[src/rtl/store_buffer_pkg.sv]
// -----------------------------------------------------------------------------
// store_buffer_pkg
//   Shared definitions for the post-commit store buffer.
//   - sb_size_e   : access size encoding (word / byte). Decode, the ROB entry
//                   and the data cache use the same encoding.
//   - SB_DEPTH    : default number of buffer entries.
//   - SB_IDX_W    : default head/tail pointer width, log2(SB_DEPTH).
//   - sb_pick_byte: little-endian byte-lane extraction, zero-extended to 32 bits.
// -----------------------------------------------------------------------------
package store_buffer_pkg;

   localparam int SB_DEPTH = 4;
   localparam int SB_IDX_W = 2;

   typedef enum logic {
      SB_WORD = 1'b0,
      SB_BYTE = 1'b1
   } sb_size_e;

   function automatic logic [31:0] sb_pick_byte(input logic [31:0] word,
                                                input logic [1:0]  lane);
      logic [7:0] b;
      case (lane)
         2'd0:    b = word[7:0];
         2'd1:    b = word[15:8];
         2'd2:    b = word[23:16];
         default: b = word[31:24];
      endcase
      return {24'b0, b};
   endfunction

endpackage

[src/rtl/store_buffer_match.sv]
// -----------------------------------------------------------------------------
// store_buffer_match
//   Per-entry load/store comparator. One instance per buffer entry; the top
//   module performs the age-ordered priority select over all instances.
// Ports
//   entry_valid  in   entry holds a committed store
//   entry_addr   in   store byte address
//   entry_data   in   store data (byte stores carry the byte in [7:0])
//   entry_size   in   store size
//   ld_addr      in   load byte address
//   ld_size      in   load size
//   overlap      out  entry touches at least one byte the load reads
//   full_cover   out  entry supplies every byte the load reads
//   fwd_data     out  data the load would receive from this entry
// -----------------------------------------------------------------------------
module store_buffer_match
   import store_buffer_pkg::*;
(
   input  logic        entry_valid,
   input  logic [31:0] entry_addr,
   input  logic [31:0] entry_data,
   input  sb_size_e    entry_size,
   input  logic [31:0] ld_addr,
   input  sb_size_e    ld_size,
   output logic        overlap,
   output logic        full_cover,
   output logic [31:0] fwd_data
);

   logic same_word;
   logic disjoint_bytes;

   always_comb begin
      same_word      = (entry_addr[31:2] == ld_addr[31:2]);
      // Two byte accesses to different lanes of the same word do not interact.
      disjoint_bytes = (entry_size == SB_BYTE) && (ld_size == SB_BYTE) &&
                       (entry_addr[1:0] != ld_addr[1:0]);
      overlap        = entry_valid && same_word && !disjoint_bytes;
      // A byte store can only partially cover a word load.
      full_cover     = overlap && !((entry_size == SB_BYTE) && (ld_size == SB_WORD));

      if (entry_size == SB_BYTE) begin
         fwd_data = {24'b0, entry_data[7:0]};
      end else if (ld_size == SB_BYTE) begin
         fwd_data = sb_pick_byte(entry_data, ld_addr[1:0]);
      end else begin
         fwd_data = entry_data;
      end
   end

endmodule

[src/rtl/store_buffer.sv]
// -----------------------------------------------------------------------------
// store_buffer
//   Post-commit store queue between the commit stage and the data cache.
//   Committed stores enter in program order and drain to dcache one per cycle
//   when it accepts. Loads look up the buffer combinationally and get either
//   forwarded data, a stall on partial overlap, or a miss (read dcache).
//   Entries are architecturally committed and are never squashed.
// Ports
//   clk, reset                         clock, synchronous active-high reset
//   sb_in_valid/addr/data/byte         store enqueue from commit
//   sb_full, sb_empty, sb_count        occupancy status (registered count)
//   sb_out_valid/addr/data/byte        head entry presented to dcache
//   sb_out_ready                       dcache accepts head this cycle
//   sb_ld_valid/addr/byte              load lookup request
//   sb_ld_hit, sb_ld_data, sb_ld_stall lookup result (combinational)
// -----------------------------------------------------------------------------
module store_buffer
   import store_buffer_pkg::*;
#(
   parameter int DEPTH = SB_DEPTH,
   parameter int IDX_W = SB_IDX_W
) (
   input  logic             clk,
   input  logic             reset,
   input  logic             sb_in_valid,
   input  logic [31:0]      sb_in_addr,
   input  logic [31:0]      sb_in_data,
   input  logic             sb_in_byte,
   output logic             sb_full,
   output logic             sb_empty,
   output logic [IDX_W:0]   sb_count,
   output logic             sb_out_valid,
   output logic [31:0]      sb_out_addr,
   output logic [31:0]      sb_out_data,
   output logic             sb_out_byte,
   input  logic             sb_out_ready,
   input  logic             sb_ld_valid,
   input  logic [31:0]      sb_ld_addr,
   input  logic             sb_ld_byte,
   output logic             sb_ld_hit,
   output logic [31:0]      sb_ld_data,
   output logic             sb_ld_stall
);

   logic [IDX_W-1:0] head;
   logic [IDX_W-1:0] tail;
   logic [IDX_W:0]   count;
   logic [DEPTH-1:0] valid;

   logic [31:0]      addr_mem [DEPTH];
   logic [31:0]      data_mem [DEPTH];
   sb_size_e         size_mem [DEPTH];

   logic             enq;
   logic             deq;

   logic [DEPTH-1:0] ovl;
   logic [DEPTH-1:0] cov;
   logic [31:0]      fwd [DEPTH];

   logic             hit_sel;
   logic             stall_sel;
   logic [31:0]      data_sel;
   logic [IDX_W-1:0] idx;

   assign sb_full      = (count == (IDX_W+1)'(DEPTH));
   assign sb_empty     = (count == '0);
   assign sb_count     = count;
   assign sb_out_valid = !sb_empty;
   assign sb_out_addr  = addr_mem[head];
   assign sb_out_data  = data_mem[head];
   assign sb_out_byte  = size_mem[head];

   // Full comes from the registered count, so a drain in the same cycle does
   // not open a slot for a store presented while full.
   assign enq = sb_in_valid && !sb_full;
   assign deq = sb_out_valid && sb_out_ready;

   // Control state: pointers, occupancy and per-entry valid bits.
   always_ff @(posedge clk) begin
      if (reset) begin
         head  <= '0;
         tail  <= '0;
         count <= '0;
         valid <= '0;
      end else begin
         if (enq) begin
            valid[tail] <= 1'b1;
            tail        <= tail + 1'b1;
         end
         if (deq) begin
            valid[head] <= 1'b0;
            head        <= head + 1'b1;
         end
         case ({enq, deq})
            2'b10:   count <= count + 1'b1;
            2'b01:   count <= count - 1'b1;
            default: count <= count;
         endcase
      end
   end

   // Entry payload is not reset; the valid bits alone define occupancy.
   always_ff @(posedge clk) begin
      if (enq) begin
         addr_mem[tail] <= sb_in_addr;
         data_mem[tail] <= sb_in_data;
         size_mem[tail] <= sb_size_e'(sb_in_byte);
      end
   end

   for (genvar i = 0; i < DEPTH; i++) begin : g_match
      store_buffer_match u_match (
         .entry_valid (valid[i]),
         .entry_addr  (addr_mem[i]),
         .entry_data  (data_mem[i]),
         .entry_size  (size_mem[i]),
         .ld_addr     (sb_ld_addr),
         .ld_size     (sb_size_e'(sb_ld_byte)),
         .overlap     (ovl[i]),
         .full_cover  (cov[i]),
         .fwd_data    (fwd[i])
      );
   end

   // Walk from oldest (head) to youngest; each later overlap overrides, so the
   // youngest overlapping entry decides. Byte stores to other lanes never set
   // ovl and therefore let older entries through.
   always_comb begin
      hit_sel   = 1'b0;
      stall_sel = 1'b0;
      data_sel  = '0;
      idx       = '0;
      for (int k = 0; k < DEPTH; k++) begin
         idx = head + IDX_W'(k);
         if (ovl[idx]) begin
            hit_sel   = cov[idx];
            stall_sel = !cov[idx];
            data_sel  = cov[idx] ? fwd[idx] : '0;
         end
      end
   end

   assign sb_ld_hit   = sb_ld_valid && hit_sel;
   assign sb_ld_stall = sb_ld_valid && stall_sel;
   assign sb_ld_data  = sb_ld_hit ? data_sel : '0;

endmodule
[config.mk]
export PLATFORM = sky130hd
export DESIGN_NAME = store_buffer
export DESIGN_NICKNAME = d
export VERILOG_FILES = /design/src/rtl/store_buffer_pkg.sv /design/src/rtl/store_buffer_match.sv /design/src/rtl/store_buffer.sv
export SDC_FILE = /design/constraint.sdc
export NUM_CORES = 1
export LEC_CHECK = 0
export CAP_MARGIN = 20
export CORE_UTILIZATION = 50
export DETAILED_ROUTE_END_ITERATION = 7
export MAX_ROUTING_LAYER = met4
export PLACE_DENSITY = 0.73
export RECOVER_POWER = 100
export SLEW_MARGIN = 10
export SYNTH_ARGS = -nofsm -noshare
export SYNTH_HDL_FRONTEND = slang
export SYNTH_SLANG_ARGS = --single-unit
[constraint.sdc]
create_clock -name clk -period 13.02 [get_ports clk]
set_input_delay 2.604 -clock clk [delete_from_list [all_inputs] [get_ports clk]]
set_output_delay 2.604 -clock clk [all_outputs]
set_load 0.02 [all_outputs]
==> results of run 1 <==
## power groups by stage
stage                     clock network (mW)  registers [mW]  logic (mW)
after floorplan                            0            1.14        1.06
after global placement                     0            1.20        1.53
after detailed placement                   0            1.20        1.54
after CTS                              0.875            1.18        1.55
after global routing                   0.905            1.20        1.60
final                                  0.868            1.19        1.53
## cells by family (layout without fill, tap and decap cells)
| family | Yosys count | count (layout) | share of synthesized area |
|---|---|---|---|
| flops | 273 | 273 | 0.458 |
| fa+ha+maj | 10 | 10 | 0.00753 |
| buf+inv | 163 | 298 | 0.0413 |
| xor+xnor | 132 | 132 | 0.0660 |
| simple gates | 386 | 386 | 0.111 |
| other cells | 0 | 8 | 0 |
| mux | 260 | 260 | 0.196 |
| compound gates | 299 | 299 | 0.121 |
## routing by layer
metal	global-route usage	vias up	share of wire
met1	0.444	6899	0.40
met5	-	-	0
met3	0.0483	118	0.11
met2	0.481	942	0.46
met4	0.0859	0	0.031
li1	-	6132	-
## metrics by stage
step	worst slack, ns	hold WS (ns)	power, mW	instances
floorplan	5.45	0.473	2.20	1523
global placement	3.65	0.498	2.72	2059
detailed placement	3.57	0.516	2.74	2059
CTS	3.55	0.527	3.61	2111
global route	1.82	0.577	3.71	2118
finish	2.12	0.518	3.59	2121
## state kept, by name (all words and copies together) (netlist names), named ones only
name      flops
addr_mem    128
data_mem    128
head          2
sb_count      3
size_mem      4
tail          2
valid         4
## worst min path at each step
stage,startpoint,end,slack (ns),cells after the start
floorplan,valid[1],valid[1],0.47,2
global placement,valid[0],valid[0],0.50,2
detailed placement,sb_count[2],sb_count[2],0.52,2
CTS,sb_count[2],sb_count[2],0.53,2
global route,sb_count[2],sb_count[2],0.58,2
finish,sb_count[2],sb_count[2],0.52,2
## placed cells by master, fill, tap and decap left out, types with 5 or more instances in the layout
cell type,instances
nand3_1,41
xnor2_1,118
clkbuf_16,31
mux2_2,16
nand2b_1,7
nand4_1,33
xor2_1,13
clkbuf_1,5
nor4_1,5
and3_1,86
nor2b_1,9
mux4_2,65
dlygate4sd3_1,166
o211ai_1,5
o21ai_0,33
o22ai_1,8
o221a_2,22
dfxtp_1,9
ha_1,8
buf_4,19
o21a_1,20
diode_2,8
edfxtp_1,260
a21oi_1,56
a31oi_1,92
mux2i_1,174
a22o_1,15
nor3_1,13
clkdlybuf4s50_1,39
nor2_1,136
inv_1,12
nand2_1,36
a221oi_1,9
## critical path, stage by stage
cell,delay [ns]
clkdlybuf4s50_1,0.53
xnor2_1,0.34
nand4_1,0.13
nor4_1,0.73
nand3_1,0.28
o21ai_0,0.72
mux2_1,1.09
o31a_1,0.87
o21a_1,0.29
dlygate4sd3_1,0.69
## cell type report
class,instances,area (um^2)
clock buffer,31,776
fill,2710,13800
clock inverter,21,230
inverter,15,57.6
timing repair buffer,231,2250
sequential,273,8080
tap,455,569
antenna,8,20.0
multi-input combinational,1087,8810
==> run metrics, run 1 <==
status=finished, violations left; failing checks=capacitance limit, slew limit; Min-Delay Path Class=reg -> reg; Via-to-Cell Ratio=6.64; Resized Gates After CTS=0; FFs w/ async S/R, synth=0; P_sw=1.37 mW; HPWL Detailed=37,300 um; Top FF cell, synth=edfxtp_1; Syn Nets=1,636; Area Growth Syn to Fin=18.0%; RSZ-0062 raised after global routing=no; post-CTS setup buffers=0; worst flop-to-flop path startpoint=sb_count[0]; count of different cell masters after synthesis=71; Worst R2R End=valid[0]; final wirelength=55,900 um; setup TNS=0 ns; Logic pwr share=0.426; Final Max Slew Viols=305; 1st-pass router iterations=7; Worst Path Required=10.42 ns; vias in the first global route=13,312; TritonCTS clock tree=built; crit path max fanout=28; DRC viols=0; nets@finish=1,749; standard-cell rows=68; die span in y=190 um; Internal Pwr Total=2.21 mW; htree depth=1; register area share after synthesis=0.458; #FFs+latches synth=273; Final Instance Area=0.0208 mm^2; PwrDens=172 mW/mm^2; Sw Share=0.382; Die W=190 um; area fraction of the dominant cell type after synthesis=0.443; die area=0.0360 mm^2; core footprint=0.0346 mm^2; actual slew at the worst max-slew pin=4.94 ns; Post-Syn Area=0.0176 mm^2; P_leak=7.41 nW; Worst EP arrival=8.30 ns; initial antenna violation count=7; Synthesis Warnings=0; Critical Path Source=sb_ld_addr[9]; synth cell count leaders=260 x edfxtp_1, 174 x mux2i_1, 140 x nor2_1, 118 x xnor2_1, 95 x clkbuf_1; Crit Path Class=in -> out; Clock power frac=0.242; Worst-path clk slew=0.07 ns; peak supply drop=159 uV; Skew-Pair Late Insertion Delay=0.56 ns; total of max-cap violations=6; final antenna-violating net count=0; top cells by area, synth=edfxtp_1 44%, mux2i_1 9.9%, mux4_2 8.3%; dpl cell area=0.0198 mm^2; Tcrit/Tclk final=0.837; R2R setup slack=7.52 ns; fin crit period=10.90 ns; Worst Skew=0.0155 ns; vias=14,091; # clock sinks=273; input/output buffers=207; count leader, synth=edfxtp_1; grt total ovfl=0; CTS Hold Bufs=0; Worst setup SP type=input port; routability cong.=0.917; Syn Inst Count=1,523; Final Hold Vio Count=0; Setup-failing EPs final=0; post-layout util=0.600; IO Pins=208; clk root buf=clkbuf_16; initial cell density of the core=0.509; Rel. slew slack=-2.29; Syn Area/Cell=11.6 um^2; crit path capture type=output pin; CTS buffer count=28; wire per inst=26.3 um; Peak Freq=91.7 MHz; CP Capture Point=sb_ld_data[13]; total track usage=0.317; CTS max path bufs=3; number of enable flip-flop cells after synthesis=260; largest net degree at the start of global routing=102; first-pass GRT wire length=83,900 um; Synth area leader=edfxtp_1; share of cells above drive strength 1=0.122; Register-to-Register Path Depth=7; Initial DRC Count=1,899; Reg power frac=0.332
No activity file was read; power rests on OpenSTA's default activity.
==> run 2, diff against run 1 <==
- clock period: 13.02 -> 10.1 ns (I/O delays scaled with it)
==> run metrics, run 2 (synthesized netlist as in run 1, its figures left out) <==
placed insts=2,060 (+0.049%); Worst Path Required=8.08 ns (-2.34 ns); DR WL met2=25,300 um (-0.50%); Worst setup SP type=input port; die area=0.0360 mm^2 (unchanged); R2R setup slack=4.62 ns (-2.90 ns); crit path buf inv count=3 (+1); share of cells above drive strength 1=0.116 (-0.00557); Peak Freq=108 MHz; Final Max Slew Viols=403 (+32%); initial cell density of the core=0.509 (unchanged); Skew-Pair Late Insertion Delay=0.58 ns (+0.02 ns); Crit Path Class=in -> out; nets@finish=1,750 (+0.057%); met3 wire length=7240 um (+15%); Setup-failing EPs final=0 (unchanged); Critical Path Source=sb_ld_addr[17]; core footprint=0.0346 mm^2 (unchanged); IO Pins=208 (unchanged); Tcrit/Tclk final=0.913; Worst R2R End=valid[1]; commonest non-fill, non-tap cell in the layout=edfxtp_1; setup TNS=0 ns (unchanged); largest net degree at the start of global routing=85 (-17%); standard-cell rows=68 (unchanged); input/output buffers=207 (unchanged); worst flop-to-flop path startpoint=sb_count[0]; worst-path cell chain=dlygate4sd3_1 > xnor2_1 > nand4_1 > nor4_1 > nand3_1 > o211ai_2 > nand2_1 > buf_4 > mux2_2 > nor2_1 > o21a_1 > clkdlybuf4s50_1; WP depth=12 (+2); Final Hold Vio Count=0 (unchanged); htree depth=1 (unchanged); PwrDens=223 mW/mm^2 (+29%); Initial DRC Count=1,918 (+1.0%); final cell count without fillers=2,126 (+0.24%); grt total ovfl=0 (unchanged); Resized Gates After CTS=0 (unchanged); HPWL Detailed=38,200 um (+2.3%); crit path capture type=output pin; Area Growth Syn to Fin=17.9%; clk root buf=clkbuf_16; # clock sinks=273 (unchanged); first-pass GRT wire length=84,900 um (+1.3%); Min-Delay Path Class=reg -> reg; met1 wire length=22,200 um (-1.2%); routability cong.=0.900 (-1.8%); slowest cell on the critical path=nand2_1; DRC viols=0 (unchanged); Worst EP arrival=7.20 ns (-1.10 ns); commonest cells after routing, fill and taps aside=260 x edfxtp_1, 174 x mux2i_1, 161 x dlygate4sd3_1, 136 x nor2_1, 118 x xnor2_1; CTS buffer count=29 (+3.6%); peak supply drop=178 uV (+12%); status=finished, violations left; final antenna-violating net count=0 (unchanged); initial antenna violation count=12 (+5); Rel. slew slack=-1.50 (+0.793); CP Capture Point=sb_ld_data[7]; die span in y=190 um (unchanged); fin crit period=9.22 ns; FILL cells=2,754 (+1.6%); total of max-cap violations=11 (+5); Via-to-Cell Ratio=6.66 (+0.18%); uppermost routed layer=met4; actual slew at the worst max-slew pin=3.75 ns (-1.19 ns); vias=14,149 (+0.41%); Largest regs=addr_mem: 128 flops, data_mem: 128 flops; vias in the first global route=13,580 (+2.0%); Worst Skew=0.0128 ns (-0.00264 ns); P_leak=7.38 nW (-0.42%); crit-path leading delay family=simple AND/OR/NAND/NOR gates; CP peak stage delay=0.94 ns (-0.15 ns); post-CTS setup buffers=0 (unchanged); CTS max path bufs=3 (unchanged); CTS Hold Bufs=0 (unchanged); RSZ-0062 raised after global routing=no; wire per inst=26.5 um (+0.65%); crit path max fanout=26 (-7.1%); Worst-path clk slew=0.06 ns (about the same); Register-to-Register Path Depth=7 (unchanged); total track usage=0.322 (+0.00542); final wirelength=56,400 um (+0.89%); 1st-pass router iterations=6 (-1); Die W=190 um (unchanged); failing checks=capacitance limit, slew limit; TritonCTS clock tree=built
==> run 2: worst min-delay path by stage <==
stage,start,to,slack (ns),depth (start not counted)
after CTS,sb_count[2],sb_count[2],0.52,2
after floorplan,valid[1],valid[1],0.47,2
final,sb_count[1],sb_count[1],0.52,2
after global routing,sb_count[1],sb_count[1],0.56,2
after detailed placement,valid[0],valid[0],0.51,2
after global placement,sb_count[2],sb_count[2],0.50,2
==> run 2: final cells by class <==
| cell class | count | area, um^2 | area share |
|---|---|---|---|
| clock buffers | 33 | 741 | 0.0357 |
| diodes | 11 | 27.5 | 0.00133 |
| inverters | 15 | 57.6 | 0.00277 |
| well taps | 455 | 569 | 0.0274 |
| clock inverters | 21 | 239 | 0.0115 |
| repair buffers | 231 | 2230 | 0.107 |
| multi-input cells | 1087 | 8830 | 0.425 |
| flip-flops and latches | 273 | 8070 | 0.389 |
==> run 2: layer usage <==
| layer | up-vias | global-route usage |
|---|---|---|
| met5 | - | - |
| met4 | 0 | 0.0859 |
| met3 | 118 | 0.0670 |
| met2 | 1003 | 0.483 |
| met1 | 6897 | 0.446 |
| li1 | 6131 | - |
==> run 2: tightest hold or removal path: stages, from the launching register on <==
cell and delay [ns]:
dfxtp_1 0.35, a21oi_1 0.07, nor2_1 0.07
==> run 2: stage by stage <==
stage	instance area, um^2	utilization	setup WS, ns	hold WS [ns]	total power, mW
4_1_cts	20800	0.600	1.56	0.525	4.64
6_report	20800	0.600	0.883	0.522	4.62
5_1_grt	20800	0.600	0.651	0.558	4.80
2_1_floorplan	17600	-	3.69	0.473	2.83
3_3_place_gp	19800	0.571	1.65	0.499	3.52
3_5_place_dp	19800	0.572	1.62	0.515	3.54
==> run 2: power by group <==
part	total, mW	switching, mW	internal, mW
logic	1.98	1.15	0.832
clock network	1.10	0.447	0.654
registers	1.54	0.155	1.39
==> run 3, diff against run 2 <==
- MAX_ROUTING_LAYER: met4 -> not set
==> run metrics, run 3 (synthesized netlist as in run 1, its figures left out) <==
share of cells above drive strength 1=0.121 (+0.00467); final antenna-violating net count=0 (unchanged); largest net degree at the start of global routing=88 (+3.5%); fin crit period=9.18 ns (-0.0352 ns); commonest non-fill, non-tap cell in the layout=edfxtp_1; core footprint=0.0346 mm^2 (unchanged); clk root buf=clkbuf_16; Crit Path Class=in -> out; CP Capture Point=sb_ld_data[31]; total of max-cap violations=12 (+1); vias=14,208 (+0.42%); Tcrit/Tclk final=0.909 (-0.00348); worst flop-to-flop path startpoint=sb_count[0]; setup TNS=0 ns (unchanged); Critical Path Source=sb_ld_addr[9]; htree depth=1 (unchanged); HPWL Detailed=38,100 um (about the same); peak supply drop=215 uV (+20%); Final Max Slew Viols=404 (+0.25%); crit path max fanout=21 (-19%); CTS buffer count=30 (+3.4%); R2R setup slack=4.41 ns (-0.21 ns); Worst Skew=0.0109 ns (-0.00191 ns); Final Hold Vio Count=0 (unchanged); crit path capture type=output pin; dpl cell area=0.0198 mm^2 (about the same); Die W=190 um (unchanged); Via-to-Cell Ratio=6.69 (+0.56%); DRC viols=0 (unchanged); vias in the first global route=13,302 (-2.0%); final wirelength=57,100 um (+1.3%); total track usage=0.314 (-0.00864); total power=4.78 mW (+3.3%); Area Growth Syn to Fin=18.5%; P_leak=7.42 nW (+0.58%); CTS max path bufs=3 (unchanged); setup ws final=0.918 ns (+0.0352 ns); status=finished, violations left; Worst setup SP type=input port; Resized Gates After CTS=0 (unchanged); Rel. slew slack=-1.38 (+0.117); PwrDens=229 mW/mm^2 (+2.8%); Initial DRC Count=2,137 (+11%); Worst-path clk slew=0.06 ns (about the same); Worst R2R End=valid[2]; wire per inst=26.9 um (+1.4%); nets@finish=1,751 (+0.057%); TritonCTS clock tree=built; first-pass GRT wire length=84,900 um (about the same); Min-Delay Path Class=reg -> reg; actual slew at the worst max-slew pin=3.58 ns (-0.175 ns); input/output buffers=207 (unchanged); Worst Path Required=8.08 ns (about the same); die area=0.0360 mm^2 (unchanged); post-CTS setup buffers=0 (unchanged); Setup-failing EPs final=0 (unchanged); pre-CTS setup slack=1.83 ns (+0.211 ns); CTS Hold Bufs=0 (unchanged); Final Instance Area=0.0209 mm^2 (+0.56%); Register-to-Register Path Depth=7 (unchanged); commonest cells after routing, fill and taps aside=260 x edfxtp_1, 174 x mux2i_1, 155 x dlygate4sd3_1, 136 x nor2_1, 118 x xnor2_1; # clock sinks=273 (unchanged); RSZ-0062 raised after global routing=no; grt total ovfl=0 (unchanged); FILL cells=2,730 (-0.87%); routability cong.=0.885 (-1.7%); initial antenna violation count=12 (unchanged); IO Pins=208 (unchanged); standard-cell rows=68 (unchanged); initial cell density of the core=0.509 (unchanged); die span in y=190 um (unchanged); Worst EP arrival=7.16 ns (-0.04 ns); 1st-pass router iterations=6 (unchanged); Largest regs=addr_mem: 128 flops, data_mem: 128 flops; Skew-Pair Late Insertion Delay=0.56 ns (-0.02 ns); Peak Freq=109 MHz (+0.38%); failing checks=capacitance limit, slew limit
-- run 3: changes by cell type in the layout (fill, tap and decap cells not counted), moves of 2 or more --
cell and delta:
dlygate4sd3_1 -6, clkinv_2 +3, bufinv_16 +4, clkinv_1 -7, diode_2 -5, clkbuf_16 +2, clkinvlp_4 +4, clkdlybuf4s50_1 +6
clkbuf_1 -2
-- run 3: power by group --
group	switching [mW]	internal (mW)	leakage [nW]
registers	0.154	1.39	2.49
clock network	0.464	0.787	0.552
logic	1.15	0.829	4.37
-- run 3: final cells by class --
| cell class | instances | area, um^2 | area share |
|---|---|---|---|
| Antenna cell | 6 | 15.0 | 0.000719 |
| Clock buffer | 32 | 779 | 0.0373 |
| Multi-Input combinational cell | 1087 | 8810 | 0.422 |
| Clock inverter | 24 | 358 | 0.0171 |
| Timing Repair Buffer | 231 | 2220 | 0.106 |
| Sequential cell | 273 | 8070 | 0.387 |
| Tap cell | 455 | 569 | 0.0273 |
| Inverter | 15 | 57.6 | 0.00276 |
-- run 3: worst min-delay path by stage --
stage,from,endpoint,slack (ns),cells after the start
global placement,sb_count[2],sb_count[2],0.50,2
detailed placement,sb_count[2],sb_count[2],0.51,2
global route,valid[0],valid[0],0.55,2
finish,sb_count[2],sb_count[2],0.51,2
floorplan,valid[1],valid[1],0.47,2
CTS,sb_count[2],sb_count[2],0.52,2
-- run 3: metrics by stage --
| stage | util | hold slack [ns] | cells |
|---|---|---|---|
| 4_1_cts | 0.604 | 0.523 | 2116 |
| 6_report | 0.603 | 0.514 | 2123 |
| 2_1_floorplan | - | 0.473 | 1523 |
| 5_1_grt | 0.603 | 0.549 | 2120 |
| 3_5_place_dp | 0.571 | 0.514 | 2060 |
| 3_3_place_gp | 0.571 | 0.501 | 2059 |
-- run 3: layer usage --
metal  part of all wire  wire [um]  global-route usage  up-vias
met2               0.45      25700               0.477      946
li1                   -          -                   -     6122
met4              0.032       1840              0.0943       10
met3               0.12       6980              0.0649      142
met1               0.39      22500               0.452     6988
met5             0.0012         67                   0        -
-- run 3: worst max-delay path, stage by stage --
cell and delay (ns):
clkdlybuf4s50_1 0.51, xnor2_1 0.36, nand4_1 0.16, nor4_2 0.49
o2111ai_1 0.24, mux2_2 0.36, a221oi_4 0.37, o21a_1 0.62
o31a_1 0.85, a21boi_1 0.48, clkdlybuf4s50_1 0.69
